<file path="src/rtl/key_input_conditioner.sv">
// -----------------------------------------------------------------------------
// key_input_conditioner
//
// Turns raw, bouncy pushbutton pins into clean key events for the digital lock
// FSM. Each key is synchronised to `clock`, debounced by its own four-state
// machine, and converted into a one-cycle press pulse. The debounced levels are
// also exported for display and idle logic.
//
// Parameters:
//   NUM_KEYS        number of pushbuttons (width of every key bus)
//   DEBOUNCE_CYCLES consecutive stable samples needed to accept a press/release
//   ACTIVE_LOW      1: raw 0 means pressed; 0: raw 1 means pressed
//
// Ports:
//   clock       system clock, rising edge
//   reset       asynchronous, active-high
//   key_raw     unsynchronised button pins
//   key_pulse   registered, one cycle high per accepted press of each key
//   key_held    registered debounced level (PRESSED or RELEASE_WAIT)
//   any_held    registered OR of key_held
//
// Build option:
//   MULTI_KEY_LOCKOUT_EN  when defined, a press is not pulsed while any other
//                         key is held, and among keys qualifying on the same
//                         edge only the lowest index pulses (key_pulse is
//                         zero or one-hot). Undefined: every press pulses.
// -----------------------------------------------------------------------------
module key_input_conditioner #(
    parameter int NUM_KEYS        = 4,
    parameter int DEBOUNCE_CYCLES = 1000000,
    parameter bit ACTIVE_LOW      = 1'b1
) (
    input  logic                clock,
    input  logic                reset,
    input  logic [NUM_KEYS-1:0] key_raw,
    output logic [NUM_KEYS-1:0] key_pulse,
    output logic [NUM_KEYS-1:0] key_held,
    output logic                any_held
);

    localparam int CNT_W = $clog2(DEBOUNCE_CYCLES + 1);

    // A release completes once the counter has reached DEBOUNCE_CYCLES; a press
    // completes on the sample that makes DEBOUNCE_CYCLES pressed samples in a
    // row, i.e. while the counter still holds DEBOUNCE_CYCLES-1.
    localparam logic [CNT_W-1:0] CNT_MAX   = CNT_W'(DEBOUNCE_CYCLES);
    localparam logic [CNT_W-1:0] CNT_PRESS = CNT_W'(DEBOUNCE_CYCLES - 1);
    localparam logic [CNT_W-1:0] CNT_ONE   = CNT_W'(1);

    // Synchroniser reset value is the released pin level.
    localparam logic [NUM_KEYS-1:0] SYNC_RELEASED = {NUM_KEYS{ACTIVE_LOW}};

    typedef enum logic [1:0] {
        RELEASED,
        PRESS_WAIT,
        PRESSED,
        RELEASE_WAIT
    } deb_state_e;

    logic [NUM_KEYS-1:0] sync1_q;
    logic [NUM_KEYS-1:0] sync2_q;
    logic [NUM_KEYS-1:0] pressed_s;

    deb_state_e          state_q [NUM_KEYS];
    logic [CNT_W-1:0]    cnt_q   [NUM_KEYS];
    logic [NUM_KEYS-1:0] held_q;

    logic [NUM_KEYS-1:0] press_req;
    logic [NUM_KEYS-1:0] pulse_d;
    logic [NUM_KEYS-1:0] pulse_q;
    logic                any_q;

    // -------------------------------------------------------------------------
    // Two-flop synchroniser, then polarity correction so pressed_s=1 is pressed
    // -------------------------------------------------------------------------
    // NOTE: state registers use non-blocking assignments so every flop samples
    // the pre-edge value of its neighbours, exactly like the hardware.
    always_ff @(posedge clock or posedge reset) begin
        if (reset) begin
            sync1_q <= SYNC_RELEASED;
            sync2_q <= SYNC_RELEASED;
        end else begin
            sync1_q <= key_raw;
            sync2_q <= sync1_q;
        end
    end

    assign pressed_s = ACTIVE_LOW ? ~sync2_q : sync2_q;

    // -------------------------------------------------------------------------
    // Press request: asserted on the edge that will move a key into PRESSED
    // from RELEASED (single-sample debounce) or from PRESS_WAIT.
    // -------------------------------------------------------------------------
    // NOTE: every combinational output gets a default before the loop, so no
    // path through the block leaves it unassigned and no latch is inferred.
    always_comb begin
        press_req = '0;
        for (int k = 0; k < NUM_KEYS; k++) begin
            case (state_q[k])
                RELEASED:   press_req[k] = pressed_s[k] && (DEBOUNCE_CYCLES == 1);
                PRESS_WAIT: press_req[k] = pressed_s[k] && (cnt_q[k] == CNT_PRESS);
                default:    press_req[k] = 1'b0;
            endcase
        end
    end

    // -------------------------------------------------------------------------
    // Per-key debounce FSM with registered held level
    // -------------------------------------------------------------------------
    // NOTE: the per-key state and counters are a handful of flops, not a RAM,
    // so they are all cleared by reset; a key held through reset must start
    // again from RELEASED and re-qualify.
    always_ff @(posedge clock or posedge reset) begin
        if (reset) begin
            for (int k = 0; k < NUM_KEYS; k++) begin
                state_q[k] <= RELEASED;
                cnt_q[k]   <= '0;
            end
            held_q <= '0;
        end else begin
            for (int k = 0; k < NUM_KEYS; k++) begin
                case (state_q[k])
                    RELEASED: begin
                        if (press_req[k]) begin
                            state_q[k] <= PRESSED;
                            cnt_q[k]   <= '0;
                            held_q[k]  <= 1'b1;
                        end else if (pressed_s[k]) begin
                            state_q[k] <= PRESS_WAIT;
                            cnt_q[k]   <= CNT_ONE;
                        end
                    end
                    PRESS_WAIT: begin
                        if (!pressed_s[k]) begin
                            // Bounce: too few pressed samples in a row.
                            state_q[k] <= RELEASED;
                            cnt_q[k]   <= '0;
                        end else if (press_req[k]) begin
                            state_q[k] <= PRESSED;
                            cnt_q[k]   <= '0;
                            held_q[k]  <= 1'b1;
                        end else if (cnt_q[k] != CNT_MAX) begin
                            cnt_q[k] <= cnt_q[k] + CNT_ONE;
                        end
                    end
                    PRESSED: begin
                        if (!pressed_s[k]) begin
                            state_q[k] <= RELEASE_WAIT;
                            cnt_q[k]   <= CNT_ONE;
                        end
                    end
                    RELEASE_WAIT: begin
                        if (pressed_s[k]) begin
                            // Release glitch: back to PRESSED without a new pulse.
                            state_q[k] <= PRESSED;
                            cnt_q[k]   <= '0;
                        end else if (cnt_q[k] == CNT_MAX) begin
                            state_q[k] <= RELEASED;
                            cnt_q[k]   <= '0;
                            held_q[k]  <= 1'b0;
                        end else begin
                            cnt_q[k] <= cnt_q[k] + CNT_ONE;
                        end
                    end
                    default: begin
                        state_q[k] <= RELEASED;
                        cnt_q[k]   <= '0;
                        held_q[k]  <= 1'b0;
                    end
                endcase
            end
        end
    end

    // -------------------------------------------------------------------------
    // Pulse arbitration
    // -------------------------------------------------------------------------
    always_comb begin
        pulse_d = press_req;
`ifdef MULTI_KEY_LOCKOUT_EN
        // A requesting key is never itself held, so any held bit belongs to
        // another key and blocks the request.
        if (|held_q) begin
            pulse_d = '0;
        end else begin
            // Isolate the lowest set bit.
            pulse_d = press_req & (~press_req + NUM_KEYS'(1));
        end
`endif
    end

    always_ff @(posedge clock or posedge reset) begin
        if (reset) begin
            pulse_q <= '0;
            any_q   <= 1'b0;
        end else begin
            pulse_q <= pulse_d;
            any_q   <= |held_q;
        end
    end

    assign key_pulse = pulse_q;
    assign key_held  = held_q;
    assign any_held  = any_q;

endmodule

</file>
<file path="config.mk">
export PLATFORM = sky130hd
export DESIGN_NAME = key_input_conditioner
export DESIGN_NICKNAME = d
export VERILOG_FILES = /design/src/rtl/key_input_conditioner.sv
export SDC_FILE = /design/constraint.sdc
export NUM_CORES = 1
export LEC_CHECK = 0
export CAP_MARGIN = 0
export CORE_ASPECT_RATIO = 0.7
export CORE_UTILIZATION = 35
export DETAILED_ROUTE_END_ITERATION = 12
export GPL_ROUTABILITY_DRIVEN = 0
export PLACE_DENSITY = 0.62
export SETUP_SLACK_MARGIN = 0.02
export SLEW_MARGIN = 30
export SYNTH_ARGS = -nofsm -noshare
export SYNTH_HDL_FRONTEND = slang
export SYNTH_SLANG_ARGS = --single-unit
</file>
<file path="constraint.sdc">
create_clock -name clock -period 4.1 [get_ports clock]
set_clock_uncertainty 0.05 [all_clocks]
set_input_delay 1.23 -clock clock [delete_from_list [all_inputs] [get_ports clock]]
set_output_delay 1.23 -clock clock [all_outputs]
set_load 0.05 [all_outputs]
</file>
==> reports/qor.yml, run 1 <==
job:
  maxCapViolCount: 0
sta:
  slew_headroom: 0.3673
  finalHoldViolations: 0
  fin_crit_sh: 0.7148
  totalNegativeSetupSlack_ps: 0
  layout_min_cycle_time_ps: 2931
  setup_viol: 0
  slew_violations: 0
  max_slew.worst_pin.slew_ps: 949.0
  grt_setup_unrepaired: "false"
  max_freq_mhz: 341.2
pwr:
  switching_share: 0.2787
  p_comb_frac: 0.095
  intPower_mw: 1.567
  seq_power_share: 0.520
  p_clk_frac: 0.385
  switching_power_mw: 0.6056
  leakagePower_nw: 2.565
  fin_total_pwr_mw: 2.173
  powerDensity_nw_per_um2: 323.2
  ir_worst_vdd_uv: 192.8
route:
  drc: 0
  ant_nets: 0
  vias_per_cell: 5.655
  drtPass1Iterations: 5
  wl_per_cell_um: 15.17
  drt-initial-drc-count: 486
  via_count: 5203
  routed_wl_mm: 13.96
setup_path:
  cp_top_family: "buffers and inverters"
  slowest_delay_ps: 840
  cp_cell_sequence: "clkdlybuf4s50_1"
  cp.buffers_inverters: 1
  critical_path_required_ps: 2820
  start_kind: "register"
  cp_max_fo: 4
  cp_slowest_cell: "clkdlybuf4s50_1"
  cp-end-kind: "output pin"
  critPathKind: "register to output pin"
  cp.arrival_ps: 1650
global_routing:
  grt_usage: 0.1608
  grt-ovfl-total: 0
  grt_pass1_vias: 4580
  grt_max_degree: 61
  antenna_found_initial: 0
  grt_pass1_wl_mm: 23.81
floorplanning:
  initial_utilization: 0.3581
  io_pins: 15
  die_area_um2: 18110
  die_h_um: 112.9
  die_x_um: 160.4
  rows: 40
  core-area_um2: 17170
clock_network:
  cts-root-buf: "clkbuf_16"
  h-tree-depth: 3
  insertion_delay_ps: 350
  cts_hold_buf: 0
  cts_buffer_depth: 2
  cts_tree: "done"
  clock_sinks: 105
  clk_pin_slew_ps: 70
  post_cts_buffers: 0
  cts_buffers: 9
  post_cts_resized: 0
synthesis:
  synthCells: 699
  synth_enable_flop_cells: 0
  synth_top_cell_by_area: "dfrtp_1"
  synth_nets: 713
  synth_warnings: 0
  async_flop_share: 1.000
  ys_seq_area_frac: 0.4291
  ys_top_cells_by_area: "dfrtp_1 39%, nand3_1 5.6%, a31oi_1 5.5%"
  avgSynthCellArea_um2: 8.794
  synth_top_flop_cell: "dfrtp_1"
  ys_ff_latch: 105
  syn_area_um2: 6147
  yosysUniqueCellTypes: 58
  synth_top_area_frac: 0.3949
placement:
  hpwl_mm: 9.465
  portBuffers: 14
  dp_cells: 904
  dpl_cell_area_um2: 6441
final_layout:
  multiInputGateArea_um2: 3143
  num-nets-final: 698
  ff_latch_area_um2: 2638
  antenna_cells: 0
  final_area_um2: 6723
  n_fill_cell: 1725
  drive_gt1_frac: 0.06241
  syn_to_final_growth_pct: 9.363
  fin_cells: 920
min_path:
  min_path_type: "register to register"
status:
  status: "finished clean"
final timing paths:
| check | start | end | slack, ps | cells past startpoint |
|---|---|---|---|---|
| hold / removal | sync1_q[3]$_DFF_PP1_ | sync2_q[3]$_DFF_PP1_ | 310 | 0 |
| max in group asynchronous | reset | sync2_q[3]$_DFF_PP1_ | 2220 | 3 |
| setup / recovery | key_held[0]$_DFFE_PP0P_ | key_held[0] | 1170 | 1 |
| min in group asynchronous | reset | cnt_q[64]$_DFFE_PP0P_ | 1130 | 2 |
| hold reg to reg | sync1_q[3]$_DFF_PP1_ | sync2_q[3]$_DFF_PP1_ | 310 | 0 |
| setup reg to reg | cnt_q[48]$_DFFE_PP0P_ | cnt_q[59]$_DFFE_PP0P_ | 1250 | 5 |
placed cells by master (no fill, tap or decap), types with 14 or more instances in the layout:
master            n
dfrtp_1          97
nand3_1          69
nand2_1          56
a31oi_1          53
inv_1            41
nor2_1           38
nand4_1          25
o21ai_0          25
and3_1           18
nor3_1           18
o221ai_1         15
and4_1           14
clkdlybuf4s50_1  14
synthesized netlist by cell type (9+ instances only):
cell type and number:
dfrtp_1 97, o21ai_0 25, a31oi_1 54, xnor2_1 11, o221ai_1 15, and3_1 18
o2bb2ai_1 12, o211ai_1 11, and2_1 10, nor4_1 9, nor2_1 38, nand4_1 25
clkbuf_1 39, nor3_1 18, inv_1 42, nand2_1 56, and4_1 14, a21oi_1 11
nand3_1 69
metrics by stage:
stage	utilization	setup slack (ps)	hold WS, ps
global placement	0.3749	1209	295.8
CTS	0.3915	1118	307.5
floorplan	-	72.70	295.2
finish	0.3916	1169	306.9
global route	0.3916	1093	309.1
detailed placement	0.3752	1113	296.8
routing by layer:
metal  vias to the layer above  GRT usage  wire (um)
met2                       123     0.2147       5524
met1                      2453     0.2572       7633
met5                         -          0          0
li1                       2617          -          -
met4                         0    0.03873        121
met3                        10    0.03336        675
sequential cells by signal, indices dropped and copies added (netlist names), named ones only:
register,cells
any_held,1
key_held,4
state_q,4
sync1_q,4
cnt_q,80
sync2_q,4
key_pulse,4
area by class of cell:
type / count / area share
Multi-Input combinational cell: 504 / 0.4675
Clock inverter: 6 / 0.007631
Timing Repair Buffer: 22 / 0.03164
Tap cell: 231 / 0.04299
Inverter: 42 / 0.02382
Sequential cell: 105 / 0.3923
Clock buffer: 10 / 0.03406
power by group through the flow:
stage               Clock, mW  Sequential (mW)  Combinational (mW)
floorplan                   0             1.12               0.173
global placement            0             1.15               0.202
detailed placement          0             1.15               0.205
CTS                     0.867             1.13               0.206
global route            0.906             1.14               0.233
finish                  0.837             1.13               0.205
kinds of logic (layout without fill, tap and decap cells):
| kind of cell | after synthesis | count (layout) | synth area share |
|---|---|---|---|
| buf+inv | 90 | 80 | 0.06167 |
| mux | 1 | 1 | 0.001832 |
| compound gates | 169 | 169 | 0.1903 |
| simple gates | 309 | 309 | 0.2766 |
| flops | 105 | 105 | 0.4291 |
| fa+ha+maj | 8 | 8 | 0.01628 |
| xor+xnor | 17 | 17 | 0.02422 |
No activity file was read; power rests on OpenSTA's default activity.
==> run 2: changes to the inputs <==
==> constraint.sdc (replaced) <==
create_clock -name clock -period 2.67 [get_ports clock]
set_clock_uncertainty 0.05 [all_clocks]
set_input_delay 0.801 -clock clock [delete_from_list [all_inputs] [get_ports clock]]
set_output_delay 0.801 -clock clock [all_outputs]
set_load 0.05 [all_outputs]
==> run 2 against run 1 <==
  * Register-to-register slack worse by 1100 ps
  * Worst setup slack worse by 1000 ps
  * Sequential cell count unchanged
  * Hold slack better by 0.70 ps
  * Critical path type is now register to register
  * Critical endpoint is now cnt_q[59]$_DFFE_PP0P_
==> reports/qor.yml, run 2 (synthesized netlist as in run 1, its figures left out) <==
final_layout:
  final_area_um2: 6899  # +2.6%
  drive_gt1_frac: 0.08227  # +0.01986
  largest_register_ffs: 80  # unchanged
  num-nets-final: 714  # +2.3%
  post-route-util: 0.4019  # +0.01028
  largest_register: "cnt_q"
  fin_cells: 936  # +1.7%
  antenna_cells: 0  # unchanged
  mostFrequentLayoutCells: "97 x dfrtp_1, 69 x nand3_1, 56 x nand2_1"
  syn_to_final_growth_pct: 12.23
  final_common_cell: "dfrtp_1"
pwr:
  switching_share: 0.2649  # -0.01377
  seq_power_share: 0.512  # -0.008
  intPower_mw: 2.493  # +59%
  powerDensity_nw_per_um2: 491.5  # +52%
  ir_worst_vdd_uv: 278.7  # +45%
  switching_power_mw: 0.8984  # +48%
  fin_total_pwr_mw: 3.391  # +56%
  p_comb_frac: 0.096  # about the same
  leakagePower_nw: 2.661  # +3.8%
  p_clk_frac: 0.392  # +0.007
sta:
  max_slew.worst_pin.slew_ps: 606.1  # -342.9 ps
  totalNegativeSetupSlack_ps: 0  # unchanged
  slew_headroom: 0.5949  # +0.2276
  max_freq_mhz: 399.2
  setup_viol: 0  # unchanged
  hold_slack_ps: 307.6  # +0.6990 ps
  layout_min_cycle_time_ps: 2505
  grt_setup_unrepaired: "false"
  finalHoldViolations: 0  # unchanged
  fin_crit_sh: 0.9383
  fin_ws_ps: 164.7  # -1005 ps
  slew_violations: 0  # unchanged
setup_path:
  slowest_delay_ps: 550  # -290 ps
  start_kind: "register"
  cp.arrival_ps: 2670  # +1020 ps
  cp_max_fo: 28  # +24
  cp.buffers_inverters: 1  # unchanged
  cp_top_family: "simple AND/OR/NAND/NOR gates"
  critPathKind: "register to register"
  cp-end-kind: "register"
  cp_slowest_cell: "or4_4"
  cp_cell_sequence: "or4b_1, or4_4, o32a_1, buf_12, nand2_1, o211ai_1"
  critical_path_required_ps: 2830  # about the same
global_routing:
  grt_max_degree: 51  # -16%
  grt_usage: 0.1641  # +0.003219
  grt-ovfl-total: 0  # unchanged
  grt_pass1_wl_mm: 24.51  # +2.9%
  antenna_found_initial: 0  # unchanged
  grt_pass1_vias: 4837  # +5.6%
clock_network:
  clk_pin_slew_ps: 80  # about the same
  cts_hold_buf: 0  # unchanged
  insertion_delay_ps: 350  # about the same
  clock_sinks: 105  # unchanged
  cts_buffers: 9  # unchanged
  cts_tree: "done"
  cts-root-buf: "clkbuf_16"
  cts_buffer_depth: 2  # unchanged
  h-tree-depth: 3  # unchanged
  post_cts_resized: 0  # unchanged
  post_cts_buffers: 0  # unchanged
route:
  via_count: 5346  # +2.7%
  ant_nets: 0  # unchanged
  wl_per_cell_um: 15.30  # +0.87%
  drt-initial-drc-count: 380  # -22%
  vias_per_cell: 5.712  # +0.99%
  routed_wl_mm: 14.32  # +2.6%
  drc: 0  # unchanged
  drtPass1Iterations: 5  # unchanged
job:
  maxCapViolCount: 0  # unchanged
min_path:
  min_path_type: "register to register"
placement:
  dp_cells: 920  # +1.8%
  portBuffers: 14  # unchanged
  hpwl_mm: 9.831  # +3.9%
  dpl_cell_area_um2: 6589  # +2.3%
  dp_slack_ps: 103.7  # -1009 ps
floorplanning:
  die_x_um: 160.4  # unchanged
  rows: 40  # unchanged
  die_area_um2: 18110  # unchanged
  io_pins: 15  # unchanged
  initial_utilization: 0.3581  # unchanged
  core-area_um2: 17170  # unchanged
  die_h_um: 112.9  # unchanged
status:
  status: "finished clean"
[run 2: cell count changes in the layout (fill, tap and decap cells not counted), sizes merged]
cell / previous run / this run
inv: 45 / 44
buf: 8 / 24
clkinvlp: 0 / 1
clkinv: 3 / 0
clkbuf: 10 / 13
[run 2: layer usage]
| layer | wire, um | GRT usage |
|---|---|---|
| met5 | 0 | 0 |
| met1 | 8029 | 0.2639 |
| met4 | 119 | 0.03937 |
| met3 | 518 | 0.02603 |
| met2 | 5654 | 0.2231 |
[run 2: path summary, 6_finish.rpt]
path / from / to / slack (ps) / depth (start not counted)
hold / removal: sync1_q[2]$_DFF_PP1_ / sync2_q[2]$_DFF_PP1_ / 310 / 0
min in group asynchronous: reset / key_pulse[0]$_DFF_PP0_ / 780 / 2
setup reg to reg: cnt_q[51]$_DFFE_PP0P_ / cnt_q[59]$_DFFE_PP0P_ / 160 / 6
max in group asynchronous: reset / sync2_q[3]$_DFF_PP1_ / 1140 / 3
hold reg to reg: sync1_q[2]$_DFF_PP1_ / sync2_q[2]$_DFF_PP1_ / 310 / 0
setup / recovery: cnt_q[51]$_DFFE_PP0P_ / cnt_q[59]$_DFFE_PP0P_ / 160 / 6
[run 2: power groups by stage]
stage | clock network (mW) | logic (mW) | registers (mW)
after CTS | 1.38 | 0.328 | 1.74
after global placement | 0 | 0.324 | 1.76
after global routing | 1.42 | 0.371 | 1.75
after floorplan | 0 | 0.266 | 1.72
final | 1.33 | 0.326 | 1.74
after detailed placement | 0 | 0.328 | 1.77
[run 2: worst register-to-register path: stages, from the launching register on]
cell and delay (ps):
dfrtp_1 420, or4b_1 510, or4_4 550, o32a_1 400, buf_12 170, nand2_1 160, o211ai_1 120
[run 2: area by class of cell]
class	count	area, um2
clock buffer	13	270.3
clock inverter	3	28.78
fill	1741	10270
inverter	42	161.4
multi-input combinational	504	3142
sequential	105	2638
tap	231	289.0
timing repair buffer	38	370.4
==> run 3: changes to the inputs <==
--- a/config.mk
+++ b/config.mk
@@ -7,10 +7,12 @@
 export LEC_CHECK = 0
 export CAP_MARGIN = 0
 export CORE_ASPECT_RATIO = 0.7
+export CORE_MARGIN = 2
 export CORE_UTILIZATION = 35
 export DETAILED_ROUTE_END_ITERATION = 12
+export DONT_BUFFER_PORTS = 1
 export GPL_ROUTABILITY_DRIVEN = 0
-export PLACE_DENSITY = 0.62
+export PLACE_DENSITY = 0.59
 export SETUP_SLACK_MARGIN = 0.02
 export SLEW_MARGIN = 30
 export SYNTH_ARGS = -nofsm -noshare
==> constraint.sdc (replaced) <==
create_clock -name clock -period 2.9 [get_ports clock]
set_clock_uncertainty 0.05 [all_clocks]
set_input_delay 0.87 -clock clock [delete_from_list [all_inputs] [get_ports clock]]
set_output_delay 0.87 -clock clock [all_outputs]
set_load 0.05 [all_outputs]
==> run 3 against run 2 <==
  * Cell area is 4.1% lower
  * Combinational power shrank 9.8%
  * Via count up 0.56%
  * Count of clock-buffer cells in the layout down 1
  * Largest cell class unchanged
  * Sequential power fell by 8%
==> reports/qor.yml, run 3 (synthesized netlist as in run 1, its figures left out) <==
status:
  status: "finished clean"
route:
  routed_wl_mm: 14.66  # +2.4%
  wl_met1_mm: 7.196  # -10%
  met2_length_mm: 6.516  # +15%
  wl_per_cell_um: 16.10  # +5.2%
  ant_nets: 0  # unchanged
  top_layer: "met4"
  drt-initial-drc-count: 411  # +8.2%
  via_count: 5376  # +0.56%
  drtPass1Iterations: 5  # unchanged
  vias_per_cell: 5.901  # +3.3%
  met3_length_um: 767  # +48%
  drc: 0  # unchanged
floorplanning:
  rows: 40  # unchanged
  core-area_um2: 17170  # unchanged
  initial_utilization: 0.3581  # unchanged
  io_pins: 15  # unchanged
  die_area_um2: 18660  # +3.0%
  die_h_um: 114.9  # +1.8%
  die_x_um: 162.4  # +1.2%
setup_path:
  critical_path_required_ps: 3120  # +290 ps
  cp_max_fo: 13  # -54%
  cp.arrival_ps: 2950  # +280 ps
  critPathKind: "register to register"
  cp-end-kind: "register"
  start_kind: "register"
job:
  maxCapViolCount: 0  # unchanged
clock_network:
  cts_hold_buf: 0  # unchanged
  post_cts_resized: 0  # unchanged
  insertion_delay_ps: 360  # about the same
  cts_buffer_depth: 2  # unchanged
  cts_buffers: 9  # unchanged
  clk_pin_slew_ps: 70  # about the same
  h-tree-depth: 3  # unchanged
  post_cts_buffers: 0  # unchanged
  clock_sinks: 105  # unchanged
  cts-root-buf: "clkbuf_16"
  cts_tree: "done"
sta:
  max_freq_mhz: 366.1  # -8.3%
  totalNegativeSetupSlack_ps: 0  # unchanged
  finalHoldViolations: 0  # unchanged
  layout_min_cycle_time_ps: 2732  # +226.5 ps
  fin_crit_sh: 0.9420  # +0.003680
  slew_headroom: 0.4695  # -0.1254
  grt_setup_unrepaired: "false"
  slew_violations: 0  # unchanged
  setup_viol: 0  # unchanged
  max_slew.worst_pin.slew_ps: 794.0  # +187.9 ps
global_routing:
  grt_pass1_vias: 5033  # +4.1%
  grt-ovfl-total: 0  # unchanged
  grt_usage: 0.1642  # about the same
  grt_max_degree: 42  # -18%
  antenna_found_initial: 0  # unchanged
  grt_pass1_wl_mm: 25.01  # +2.0%
final_layout:
  final_common_cell: "dfrtp_1"
  drive_gt1_frac: 0.06765  # -0.01462
  largest_register: "cnt_q"
  num-nets-final: 689  # -3.5%
  mostFrequentLayoutCells: "97 x dfrtp_1, 69 x nand3_1, 56 x nand2_1"
  multiInputGateArea_um2: 3137  # -0.16%
  n_fill_cell: 1699  # -2.4%
  fin_cells: 911  # -2.7%
  largest_register_ffs: 80  # unchanged
  antenna_cells: 0  # unchanged
  ff_latch_area_um2: 2638  # unchanged
  syn_to_final_growth_pct: 7.674
placement:
  dp_cells: 895  # -2.7%
  hpwl_mm: 9.820  # -0.11%
  portBuffers: 0  # -14
min_path:
  min_path_type: "register to register"
pwr:
  leakagePower_nw: 2.536  # -4.7%
  powerDensity_nw_per_um2: 465.4  # -5.3%
  ir_worst_vdd_uv: 275.0  # -1.3%
-- run 3: critical path: stages, from the launching register on --
cell and delay [ps]:
dfrtp_1 420, or4b_1 510, or4_1 650, nor4_2 520, nor2_2 250, a31oi_1 240
-- run 3: final timing paths --
kind / cells after the start / endpoint / slack [ps] / from
setup reg to reg: 5 / cnt_q[47]$_DFFE_PP0P_ / 170 / cnt_q[48]$_DFFE_PP0P_
setup / recovery: 5 / cnt_q[47]$_DFFE_PP0P_ / 170 / cnt_q[48]$_DFFE_PP0P_
hold / removal: 0 / sync2_q[3]$_DFF_PP1_ / 310 / sync1_q[3]$_DFF_PP1_
hold reg to reg: 0 / sync2_q[3]$_DFF_PP1_ / 310 / sync1_q[3]$_DFF_PP1_
min in group asynchronous: 1 / cnt_q[33]$_DFFE_PP0P_ / 470 / reset
max in group asynchronous: 2 / sync2_q[3]$_DFF_PP1_ / 1570 / reset
-- run 3: area by class of cell --
class / count / share of cell area
Multi-Input combinational cell: 504 / 0.4739
Sequential cell: 105 / 0.3985
Tap cell: 231 / 0.04367
Clock buffer: 12 / 0.03875
Inverter: 42 / 0.02439
Timing Repair Buffer: 13 / 0.01664
Clock inverter: 4 / 0.004159
-- run 3: where the power goes --
group          leakage, nW  total, mW  internal [mW]  switching (mW)
combinational        0.978      0.294         0.0981           0.196
clock                0.143       1.19          0.631           0.556
sequential            1.41       1.60           1.52          0.0804
total                 2.54       3.08           2.25           0.833
-- run 3: per-layer routing --
metal | vias up | GRT usage
met3 | 16 | 0.03932
met5 | - | 0
li1 | 2595 | -
met2 | 166 | 0.2428
met4 | 0 | 0.05428
met1 | 2599 | 0.2370
-- run 3: through the flow --
step	hold WS, ps	worst slack (ps)	util	area, um2	total power, mW
3_5_place_dp	297.6	22.15	0.3687	6329	1.913
4_1_cts	307.7	48.00	0.3852	6613	3.124
6_report	307.4	168.2	0.3856	6619	3.080
3_3_place_gp	296.2	161.3	0.3687	6329	1.904
2_1_floorplan	295.2	379.5	-	6151	1.833
5_1_grt	315.7	24.57	0.3856	6619	3.234
